## src/rtl/ethernet_fcs_pkg.sv

```systemverilog
// rtl/ethernet_fcs_pkg.sv - CRC-32 constants, byte update function and FSM states for the RX FCS checker
package ethernet_fcs_pkg;

    localparam logic [31:0] CRC_POLY    = 32'hEDB8_8320;
    localparam logic [31:0] CRC_INIT    = 32'hFFFF_FFFF;
    localparam logic [31:0] CRC_RESIDUE = 32'hDEBB_20E3;

    typedef enum logic [1:0] {
        IDLE,
        HOLD,
        TAIL
    } fsm_state_e;

    // Reflected CRC-32, LSB first, no final inversion.
    function automatic logic [31:0] crc32_byte(input logic [31:0] crc, input logic [7:0] data);
        logic [31:0] c;
        c = crc ^ {24'h0, data};
        for (int b = 0; b < 8; b++) begin
            c = c[0] ? ((c >> 1) ^ CRC_POLY) : (c >> 1);
        end
        return c;
    endfunction

endpackage

```

## src/rtl/ethernet_crc32_step.sv

```systemverilog
// rtl/ethernet_crc32_step.sv - combinational CRC-32 update over the kept bytes of one beat
module ethernet_crc32_step
    import ethernet_fcs_pkg::*;
#(
    parameter int bytes_p = 4
) (
    input  logic [31:0]          crc_i,
    input  logic [8*bytes_p-1:0] data_i,
    input  logic [bytes_p-1:0]   keep_i,
    output logic [31:0]          crc_o
);

    always_comb begin
        crc_o = crc_i;
        for (int i = 0; i < bytes_p; i++) begin
            if (keep_i[i]) begin
                crc_o = crc32_byte(crc_o, data_i[8*i +: 8]);
            end
        end
    end

endmodule

```

## config.mk

```make
export PLATFORM = sky130hd
export DESIGN_NAME = ethernet_crc32_step
export DESIGN_NICKNAME = d
export VERILOG_FILES = /design/src/rtl/ethernet_fcs_pkg.sv /design/src/rtl/ethernet_crc32_step.sv
export SDC_FILE = /design/constraint.sdc
export NUM_CORES = 1
export LEC_CHECK = 0
export BUFFER_PORTS_ARGS = -buffer_cell sky130_fd_sc_hd__clkbuf_2
export CELL_PAD_IN_SITES_DETAIL_PLACEMENT = 1
export CELL_PAD_IN_SITES_GLOBAL_PLACEMENT = 1
export CORE_UTILIZATION = 46
export DETAILED_ROUTE_END_ITERATION = 16
export PLACE_DENSITY_LB_ADDON = 0.1
export SLEW_MARGIN = 10
export SYNTH_ARGS = -nofsm -noshare
export SYNTH_HDL_FRONTEND = slang
export SYNTH_SLANG_ARGS = --single-unit
```

## constraint.sdc

```tcl
create_clock -name vclk -period 7.65
set_clock_uncertainty 0.15 [all_clocks]
set_input_delay 0.765 -clock vclk [all_inputs]
set_output_delay 0.765 -clock vclk [all_outputs]
set_load 0.01 [all_outputs]
```

-- Yosys cells after proc, flatten, opt, wreduce, memory -nomap -nowiden
Index checks and enable logic that the tools add are counted.
- register bits: 0
- word-level logic and storage cells: 72
- mux-type cells: 36
- bitwise logic cells: 36
- operator list (kind ; number):
    $mux W32 ; 36
    $not A13 Y14 ; 32
    $xor A32 B8 Y32 ; 4

-- Longest topological paths before layout
Gate-level depths: netlist of run 1.
- depth after elaboration: 72
- gate-level depth with buffers: 17

-- Worst setup path before layout of run 1
No wires, ideal clock.
- path kind: input to output
- from: input crc_i[5]
- to: output crc_o[19]
- arrival: 5.344 ns
- required time: 6.735 ns
- setup slack: 1.391 ns
- stages on the path: 15
- cells stage by stage: buf_2 xnor2_2 xnor3_1 mux2i_2 xnor2_4 xnor2_4 xnor3_1 mux2i_4 xnor3_2 xor2_1 mux2i_4 xnor3_2 xor2_1 xnor3_1 mux2i_1
- longest elaborated chain between the ends: 50
- elaborated cells between the ends (all ways): 65
- classes of those cells: mux: 36; bitwise: 29
- ends and longest elaborated chain (item ; line ; RTL):
    from (decl) ; ethernet_crc32_step.sv:7 ; input logic [31:0] crc_i,
    $xor A32 B8 Y32 ; ethernet_fcs_pkg.sv:17 ; c = crc ^ {24'h0, data};
    $mux W32 (8 in series) ; ethernet_fcs_pkg.sv:19 ; c = c[0] ? ((c >> 1) ^ CRC_POLY) : (c >> 1);
    $mux W32 (*) ; ethernet_crc32_step.sv:16 ; if (keep_i[i]) begin
    $xor A32 B8 Y32 ; ethernet_fcs_pkg.sv:17 ;
    $mux W32 (3 in series) ; ethernet_fcs_pkg.sv:19 ;
    $not A13 Y14 (no line) ; -- ;
    $mux W32 ; ethernet_fcs_pkg.sv:19 ;
    $not A13 Y14 (no line) ; -- ;
    (+24 left out) ; -- ;
    $mux W32 (2 in series) ; ethernet_fcs_pkg.sv:19 ;
    $not A13 Y14 (no line) ; -- ;
    $mux W32 ; ethernet_fcs_pkg.sv:19 ;
    $not A13 Y14 (no line) ; -- ;
    $mux W32 ; ethernet_fcs_pkg.sv:19 ;
    $not A13 Y14 (no line) ; -- ;
    $mux W32 ; ethernet_fcs_pkg.sv:19 ;
    $mux W32 (*) ; ethernet_crc32_step.sv:16 ;
    to (decl) ; ethernet_crc32_step.sv:10 ; output logic [31:0] crc_o
Every way passes the cells marked *; elsewhere a longest branch is shown, timed or not.

-- Worst setup path in the final report of run 1
- from: input crc_i[1]
- to: output crc_o[20]
- longest elaborated chain between the ends: 51
- elaborated cells between the ends (all ways): 68
- classes of those cells: mux: 36; bitwise: 32
- ends and longest elaborated chain (item ; line):
    $xor A32 B8 Y32 ; ethernet_fcs_pkg.sv:17
    $mux W32 (2 in series) ; ethernet_fcs_pkg.sv:19
    $mux W32 or $not A13 Y14 (tied branches) (2 in series) ; --
    $not A13 Y14 (no line) or $mux W32 (tied branches) ; --
    $mux W32 or $not A13 Y14 (tied branches) (4 in series) ; --
    $mux W32 (*) ; ethernet_crc32_step.sv:16
    $xor A32 B8 Y32 (tied with other cells) ; ethernet_fcs_pkg.sv:17
    $mux W32 (tied with other cells) (2 in series) ; ethernet_fcs_pkg.sv:19
    (+28 left out) ; --
    $mux W32 or $not A13 Y14 (tied branches) ; --
    $not A13 Y14 (no line) or $mux W32 (tied branches) ; --
    $mux W32 (2 in series) ; ethernet_fcs_pkg.sv:19
    $not A13 Y14 (no line) or $mux W32 (tied branches) ; --
    $mux W32 ; ethernet_fcs_pkg.sv:19
    $not A13 Y14 (no line) or $mux W32 (tied branches) ; --
    $mux W32 ; ethernet_fcs_pkg.sv:19
    $mux W32 (*) ; ethernet_crc32_step.sv:16
Marks and branches as above.

==> results.md, run 1 <==
* Outcome: finished, final reports clean
* First-pass GRT wire length at approximately 25 mm
* Yosys top cell area share at 0.247
* Mapped Nets at 612
* Synth Warn # at 0
* Slowest-stage cell, CP: xnor2_1
* Synth top area cells: xnor2_1 25%, xnor3_1 17%, mux2i_1 12%
* GPL Wtd Cong at 0.913
* Area growth syn-to-layout at 13.1%
* Initial DRC Count at between 200 and 300
* Dpl ws at 0.530 ns
* Final Core Density at 0.539
* Setup WS post-layout at 0.534 ns
* # nets final at 703
* Grt ovf at 0
* Slew @ Worst Pin at 1.05 ns
* IO Pins at 100
* Drt pass-1 iters at 4
* Via count at 4197
* Worst path required time at 6.73 ns
* Seq_cells at 0
* Vias per std cell at 5.43
* Post-CTS Setup Inserts at 0
* Design Area, Final at 5900 sq um
* Mean post-synth cell area at 9.58 sq um
* Chip height at between 100 and 150 microns
* Maximum fanout along the worst path at 6
* Sequential fraction of the synthesis area at 0
* Max_slew headroom at 0.302
* Core area at ~11000 sq um
* Final hold vios at 0
* Die width at 108 microns
* # setup viols final at 0
* # diodes at 0
* Post-detail-place hpwl at about 14 mm
* # fillers at around 1300
* Post-route DRC at 0
* RSZ-0062 raised after global routing: false
* Post-route minimum period at just over 7 ns
* Ratio of final minimum period to clock period at 0.930
* CP Cell Sequence: clkbuf_2 -> xnor2_2 -> xnor3_1 -> mux2i_2 -> xnor2_1 -> xnor2_1 -> xnor2_1 -> mux2i_1 -> xnor3_2 -> xor2_1 -> mux2i_4 -> xnor3_2 -> xor3_1 -> xnor3_1 -> mux2_2 -> clkbuf_2
* Clock buf count at 0
* WS Path Type: in -> out
* Post-Syn Instances at ~540
* Vias in the first global route at between 4000 and 5000
* I/O Buffers at 100
* Most frequent CP cell: xnor2_1
* Hold Crit Class: in -> out
* Crit path from: crc_i[1]
* Hold-fix buffers, CTS at 0
* Routed WL at ~16 mm
* Distinct cells, synth at 43
* Largest net degree at the start of global routing at 44
* Antenna-violating nets left at 0
* Post-synth top cells: 147 x xnor2_1, 60 x mux2i_1, 54 x xor2_1, 43 x nor2_1, 39 x xnor3_1
* Setup crit end: crc_o[20]
* Critical path data arrival time at 6.20 ns
* Setup TNS at 0 ns
* Gr usage total at 0.288
* Max-Cap Viols at 0
* Most frequent cell after synthesis: xnor2_1
* Largest stage delay, worst path at roughly 0.53 ns
* Share of cells above drive strength 1 at 0.246
* Crit. End Element: output pin
* Initial antenna violation count at 0
* Multi-input logic area at a little over 5000 sq um
* FF/Latch Area at 0 sq um
* Max-slew violation count at 0
* Synth Cell Area at around 5200 sq um
* Placed inst area at ~5900 sq um
* Max Freq at 141 MHz
* Initial core utilization at 0.477
* Area of the die at 11800 sq um
* Dominant cell type by area after synthesis: xnor2_1
* Quantity of gates resized following cts at 0
* Wire per inst at 21.1 microns
* Rows at 38
* Startpoint Class: input port
## logic make-up (layout without fill, tap and decap cells)
logic type,after synthesis,count (layout),synth area share
AOI/OAI and AO/OA,69,69,0.0818
xor gates and xnor gates,276,276,0.659
buffers and inverters,29,118,0.0218
muxes,76,76,0.163
and+or+nand+nor,94,94,0.0746
## placed cells by master (no fill, tap or decap), types with 6 or more instances in the layout
cell type / n
a21oi_1: 31
mux2i_1: 60
nand2_1: 37
mux2_2: 6
xnor2_4: 7
xnor3_1: 39
xnor2_1: 147
xor3_1: 14
o21ai_0: 15
nor2_1: 43
clkbuf_2: 100
buf_4: 14
xnor2_2: 12
xor2_1: 54
## per-stage QoR
stage | hold WS, ns | cells
final | 1.96 | 773
after global routing | 2.03 | 773
after CTS | 1.97 | 773
after detailed placement | 1.96 | 773
after global placement | 1.91 | 773
after floorplan | 1.70 | 544
## worst min path at each step
stage                from   endpoint  slack, ns  depth (start not counted)
4_1_cts        data_i[30]  crc_o[14]       1.97                          5
3_3_place_gp   data_i[30]  crc_o[14]       1.91                          5
2_1_floorplan  data_i[30]  crc_o[14]       1.70                          3
3_5_place_dp   data_i[30]  crc_o[14]       1.96                          5
5_1_grt        data_i[30]  crc_o[14]       2.03                          5
6_report       data_i[30]  crc_o[14]       1.96                          5
## area by class of cell
type	instances	area share
Inverter	4	0.00255
Tap cell	140	0.0297
Multi-Input combinational cell	515	0.865
Timing Repair Buffer	114	0.103
## critical path: cells and delay by family
family,cells,cell delay [ns]
buffers and inverters,2,0.27
multiplexers,4,1.18
XOR/XNOR,10,3.98
## metal layers
| layer | track usage | wire (microns) | up-vias | part of all wire |
|---|---|---|---|---|
| li1 | - | - | 2033 | - |
| met1 | 0.425 | 8060 | 2076 | 0.49 |
| met2 | 0.485 | 7670 | 80 | 0.47 |
| met3 | 0.0139 | 510 | 8 | 0.031 |
| met4 | 0.0174 | 110 | 0 | 0.0067 |
| met5 | 0 | 0 | - | 0 |
Power of run 1 is left out: the tool's default activity adds up to more than one toggle a clock period on the data nets, which glitch-free logic cannot reach.
==> run 2: changes to the inputs <==
==> constraint.sdc (replaced) <==
create_clock -name vclk -period 7.65
set_clock_uncertainty 0.15 [all_clocks]
set_input_delay 0.765 -clock vclk [all_inputs]
set_output_delay 0.765 -clock vclk [all_outputs]
set_load 0.005 [all_outputs]
==> results.md, run 2 (synthesis results as in run 1) <==
* Outcome: finished, final reports clean
* Hold wc startpoint: data_i[30]
* Hold Crit Class: in -> out
* Final hold vios at 0 (unchanged)
* Quantity of gates resized following cts at 0 (unchanged)
* Hold Path Sink: crc_o[14]
* Crit path from: crc_i[5]
* Chip height at 108 microns (unchanged)
* # fillers at 1305 (-1.1%)
* Max Freq at 143 MHz (+1.4%)
* Worst path required time at 6.73 ns (about the same)
* Via count at 4198 (+0.024%)
* First-pass GRT wire length at 25.1 mm (-1.4%)
* RSZ-0062 raised after global routing: false
* Routed WL at 16.3 mm (-0.28%)
* Largest net degree at the start of global routing at 44 (unchanged)
* Seq_cells at 0 (unchanged)
* Multi-input logic area at 5100 sq um (unchanged)
* Most frequent cells in the layout: 147 x xnor2_1, 100 x clkbuf_2, 60 x mux2i_1, 54 x xor2_1, 43 x nor2_1
* Die width at 108 microns (unchanged)
* # setup viols final at 0 (unchanged)
* Startpoint Class: input port
* FF/Latch Area at 0 sq um (unchanged)
* Rows at 38 (unchanged)
* Crit. End Element: output pin
* # diodes at 0 (unchanged)
* Initial antenna violation count at 0 (unchanged)
* I/O Buffers at 100 (unchanged)
* Antenna-violating nets left at 0 (unchanged)
* Clock buf count at 0 (unchanged)
* Critical path data arrival time at 6.10 ns (-0.10 ns)
* Slew @ Worst Pin at 1.05 ns (+0.00124 ns)
* Wire per inst at 21.1 microns (-0.28%)
* Post-route minimum period at 7.02 ns (-0.0995 ns)
* Leading cell type in the layout, fill and taps excluded: xnor2_1
* # nets final at 703 (unchanged)
* Gr usage total at 0.284 (-0.00418)
* Hold Path Depth at 5 (unchanged)
* Vias per std cell at 5.43 (about the same)
* Grt ovf at 0 (unchanged)
* Initial DRC Count at 240 (-12%)
* Ratio of final minimum period to clock period at 0.917 (-0.0130)
* Share of cells above drive strength 1 at 0.246 (unchanged)
* Max-Cap Viols at 0 (unchanged)
* Max_slew headroom at 0.302 (-0.000825)
* Post-detail-place hpwl at 14.2 mm (-0.44%)
* Area growth syn-to-layout at 13.1% (unchanged)
* Area of the die at 11800 sq um (unchanged)
* Post-CTS Setup Inserts at 0 (unchanged)
* Setup TNS at 0 ns (unchanged)
* Post-route DRC at 0 (unchanged)
* WS Path Type: in -> out
* Vias in the first global route at 4328 (-2.5%)
* Max-slew violation count at 0 (unchanged)
* GPL Wtd Cong at 0.901 (-1.3%)
* Initial core utilization at 0.477 (unchanged)
* Hold-fix buffers, CTS at 0 (unchanged)
* Drt pass-1 iters at 5 (+1)
* Core area at 10900 sq um (unchanged)
* IO Pins at 100 (unchanged)
* Maximum fanout along the worst path at 7 (+1)
[run 2: cell counts in the layout (fill, tap and decap cells not counted)]
Identical to the previous run, type by type.
[run 2: worst max-delay path by stage]
| stage | to | cells after the start |
|---|---|---|
| after CTS | crc_o[20] | 16 |
| after global placement | crc_o[22] | 17 |
| after detailed placement | crc_o[20] | 16 |
| after global routing | crc_o[20] | 16 |
| after floorplan | crc_o[20] | 15 |
| final | crc_o[19] | 17 |
[run 2: final cells by class]
type | instances | area share
Inverter | 4 | 0.00255
Multi-Input combinational cell | 515 | 0.865
Tap cell | 140 | 0.0297
Timing Repair Buffer | 114 | 0.103
[run 2: per-layer routing]
layer	vias to the layer above	wire length [microns]	global-route usage
li1	2031	-	-
met1	2071	7880	0.429
met2	96	7720	0.475
met3	0	704	0.00964
met4	0	0	0.00579
met5	-	0	0
[run 2: worst max-delay path, stage by stage]
cell and delay, ns:
clkbuf_2 0.18, xor2_1 0.50, xnor3_1 0.43, mux2i_2 0.37, xnor3_1 0.57, or3_1 0.42
o211ai_1 0.12, o2111ai_2 0.27, xnor2_1 0.36, xnor3_1 0.28, mux2i_1 0.42, xnor2_2 0.29
xor2_1 0.19, buf_4 0.19, xnor3_1 0.40, mux2i_1 0.18, clkbuf_2 0.16
[run 2: through the flow]
stage | utilization | setup WS, ns | hold WS (ns) | std cells | instance area, sq um
6_report | 0.539 | 0.634 | 1.93 | 773 | 5900
5_1_grt | 0.539 | 0.385 | 1.97 | 773 | 5900
4_1_cts | 0.539 | 0.660 | 1.93 | 773 | 5900
3_5_place_dp | 0.539 | 0.670 | 1.93 | 773 | 5900
3_3_place_gp | 0.539 | 0.755 | 1.90 | 773 | 5900
2_1_floorplan | - | 1.42 | 1.67 | 544 | 5210
Power of run 2 is left out for the same reason.
==> run 3: changes to the inputs <==
--- a/config.mk
+++ b/config.mk
@@ -11,6 +11,7 @@
 export CORE_UTILIZATION = 46
 export DETAILED_ROUTE_END_ITERATION = 16
 export PLACE_DENSITY_LB_ADDON = 0.1
+export RECOVER_POWER = 25
 export SLEW_MARGIN = 10
 export SYNTH_ARGS = -nofsm -noshare
 export SYNTH_HDL_FRONTEND = slang
==> results.md, run 3 (synthesis results as in run 1) <==
* CP Buf/Inv Count at 2 (-1)
* Vias in the first global route at 4328 (unchanged)
* # nets final at 703 (unchanged)
* Hold-fix buffers, CTS at 0 (unchanged)
* Chip height at 108 microns (unchanged)
* RSZ-0062 raised after global routing: false
* Core area at 10900 sq um (unchanged)
* Wire per inst at 21.1 microns (+0.24%)
* Largest stage delay, worst path at 0.53 ns (-0.04 ns)
* Seq_cells at 0 (unchanged)
* Clock buf count at 0 (unchanged)
* Final hold vios at 0 (unchanged)
* Rows at 38 (unchanged)
* # setup viols final at 0 (unchanged)
* Critical path data arrival time at 6.27 ns (+0.17 ns)
* Post-CTS Setup Inserts at 0 (unchanged)
* # fillers at 1307 (+0.15%)
* Initial DRC Count at 246 (+2.5%)
* GPL Wtd Cong at 0.901 (unchanged)
* Gr usage total at 0.284 (unchanged)
* Outcome: finished, final reports clean
* Antenna-violating nets left at 0 (unchanged)
* Max Freq at 139 MHz (-2.4%)
* Drt pass-1 iters at 4 (-1)
* Post-route DRC at 0 (unchanged)
* # diodes at 0 (unchanged)
* Hold wc startpoint: data_i[30]
* Max_slew headroom at 0.305 (+0.00306)
* Share of cells above drive strength 1 at 0.242 (-0.00474)
* Initial core utilization at 0.477 (unchanged)
* Startpoint Class: input port
* Via count at 4190 (-0.19%)
* Hold Crit Class: in -> out
* IO Pins at 100 (unchanged)
* WS Path Type: in -> out
* Family with the most delay on the worst path: XOR/XNOR gates
* FF/Latch Area at 0 sq um (unchanged)
* Initial antenna violation count at 0 (unchanged)
* Slowest-stage cell, CP: xnor3_1
* Most frequent cells in the layout: 147 x xnor2_1, 100 x clkbuf_2, 62 x mux2i_1, 54 x xor2_1, 43 x nor2_1
* Quantity of gates resized following cts at 0 (unchanged)
* Max-slew violation count at 0 (unchanged)
* Hold Path Sink: crc_o[14]
* Largest net degree at the start of global routing at 44 (unchanged)
* Vias per std cell at 5.42 (-0.19%)
* Crit. End Element: output pin
* Maximum fanout along the worst path at 6 (-1)
* Ratio of final minimum period to clock period at 0.939 (+0.0223)
* Grt ovf at 0 (unchanged)
* Worst path required time at 6.73 ns (about the same)
* Area growth syn-to-layout at 12.9%
* Max-Cap Viols at 0 (unchanged)
* Hold Path Depth at 5 (unchanged)
* Post-detail-place hpwl at 14.2 mm (unchanged)
* I/O Buffers at 100 (unchanged)
* Routed WL at 16.3 mm (+0.24%)
* Area of the die at 11800 sq um (unchanged)
* CP Cell Sequence: clkbuf_2 -> xnor2_2 -> xnor3_1 -> mux2i_1 -> xnor2_1 -> xnor2_1 -> xnor2_1 -> mux2i_1 -> xnor3_1 -> xor2_1 -> mux2i_4 -> xnor3_2 -> xor3_1 -> xnor3_1 -> mux2_2 -> clkbuf_2
* Slew @ Worst Pin at 1.04 ns (-0.00459 ns)
* Die width at 108 microns (unchanged)
* First-pass GRT wire length at 25.1 mm (unchanged)
* Layout Cells excl Fill at 773 (unchanged)
* Setup TNS at 0 ns (unchanged)
* DP Cell Count at 773 (unchanged)
* Post-route minimum period at 7.19 ns (+0.171 ns)
* Leading cell type in the layout, fill and taps excluded: xnor2_1
## run 3: cell count changes in the layout (fill, tap and decap cells not counted)
cell     before  now
mux2i_1      60   62
mux2i_2       5    3
xnor3_1      39   40
xnor3_2       2    1
## run 3: worst max path at each step
stage | startpoint | end | slack (ns) | depth (start not counted)
floorplan | crc_i[5] | crc_o[20] | 1.42 | 15
global placement | crc_i[5] | crc_o[22] | 0.76 | 17
detailed placement | crc_i[1] | crc_o[20] | 0.67 | 16
CTS | crc_i[1] | crc_o[20] | 0.66 | 16
global route | crc_i[1] | crc_o[20] | 0.20 | 16
finish | crc_i[1] | crc_o[20] | 0.46 | 16
## run 3: cell type report
cell class	instances	area, sq um	area share
Multi-Input combinational cell	515	5090	0.865
Timing Repair Buffer	114	606	0.103
Tap cell	140	175	0.0298
Inverter	4	15.0	0.00255
## run 3: tightest hold or removal path, stage by stage
cell and delay, ns:
clkbuf_2 0.10, xor2_1 0.12, xnor2_1 0.16, a21oi_1 0.07, clkbuf_2 0.10
## run 3: routing by layer
layer / up-vias / global-route usage / part of all wire
met3: 0 / 0.00964 / 0.034
met4: 0 / 0.00579 / 0
met1: 2075 / 0.429 / 0.49
met5: - / 0 / 0
met2: 84 / 0.475 / 0.47
li1: 2031 / - / -
## run 3: metrics by stage
stage / cell area (sq um) / hold slack (ns) / worst slack, ns / utilization
2_1_floorplan: 5210 / 1.67 / 1.42 / -
4_1_cts: 5900 / 1.93 / 0.660 / 0.539
6_report: 5890 / 1.93 / 0.463 / 0.538
3_3_place_gp: 5900 / 1.90 / 0.755 / 0.539
5_1_grt: 5890 / 1.97 / 0.197 / 0.538
3_5_place_dp: 5900 / 1.93 / 0.670 / 0.539
Power of run 3 is left out for the same reason.
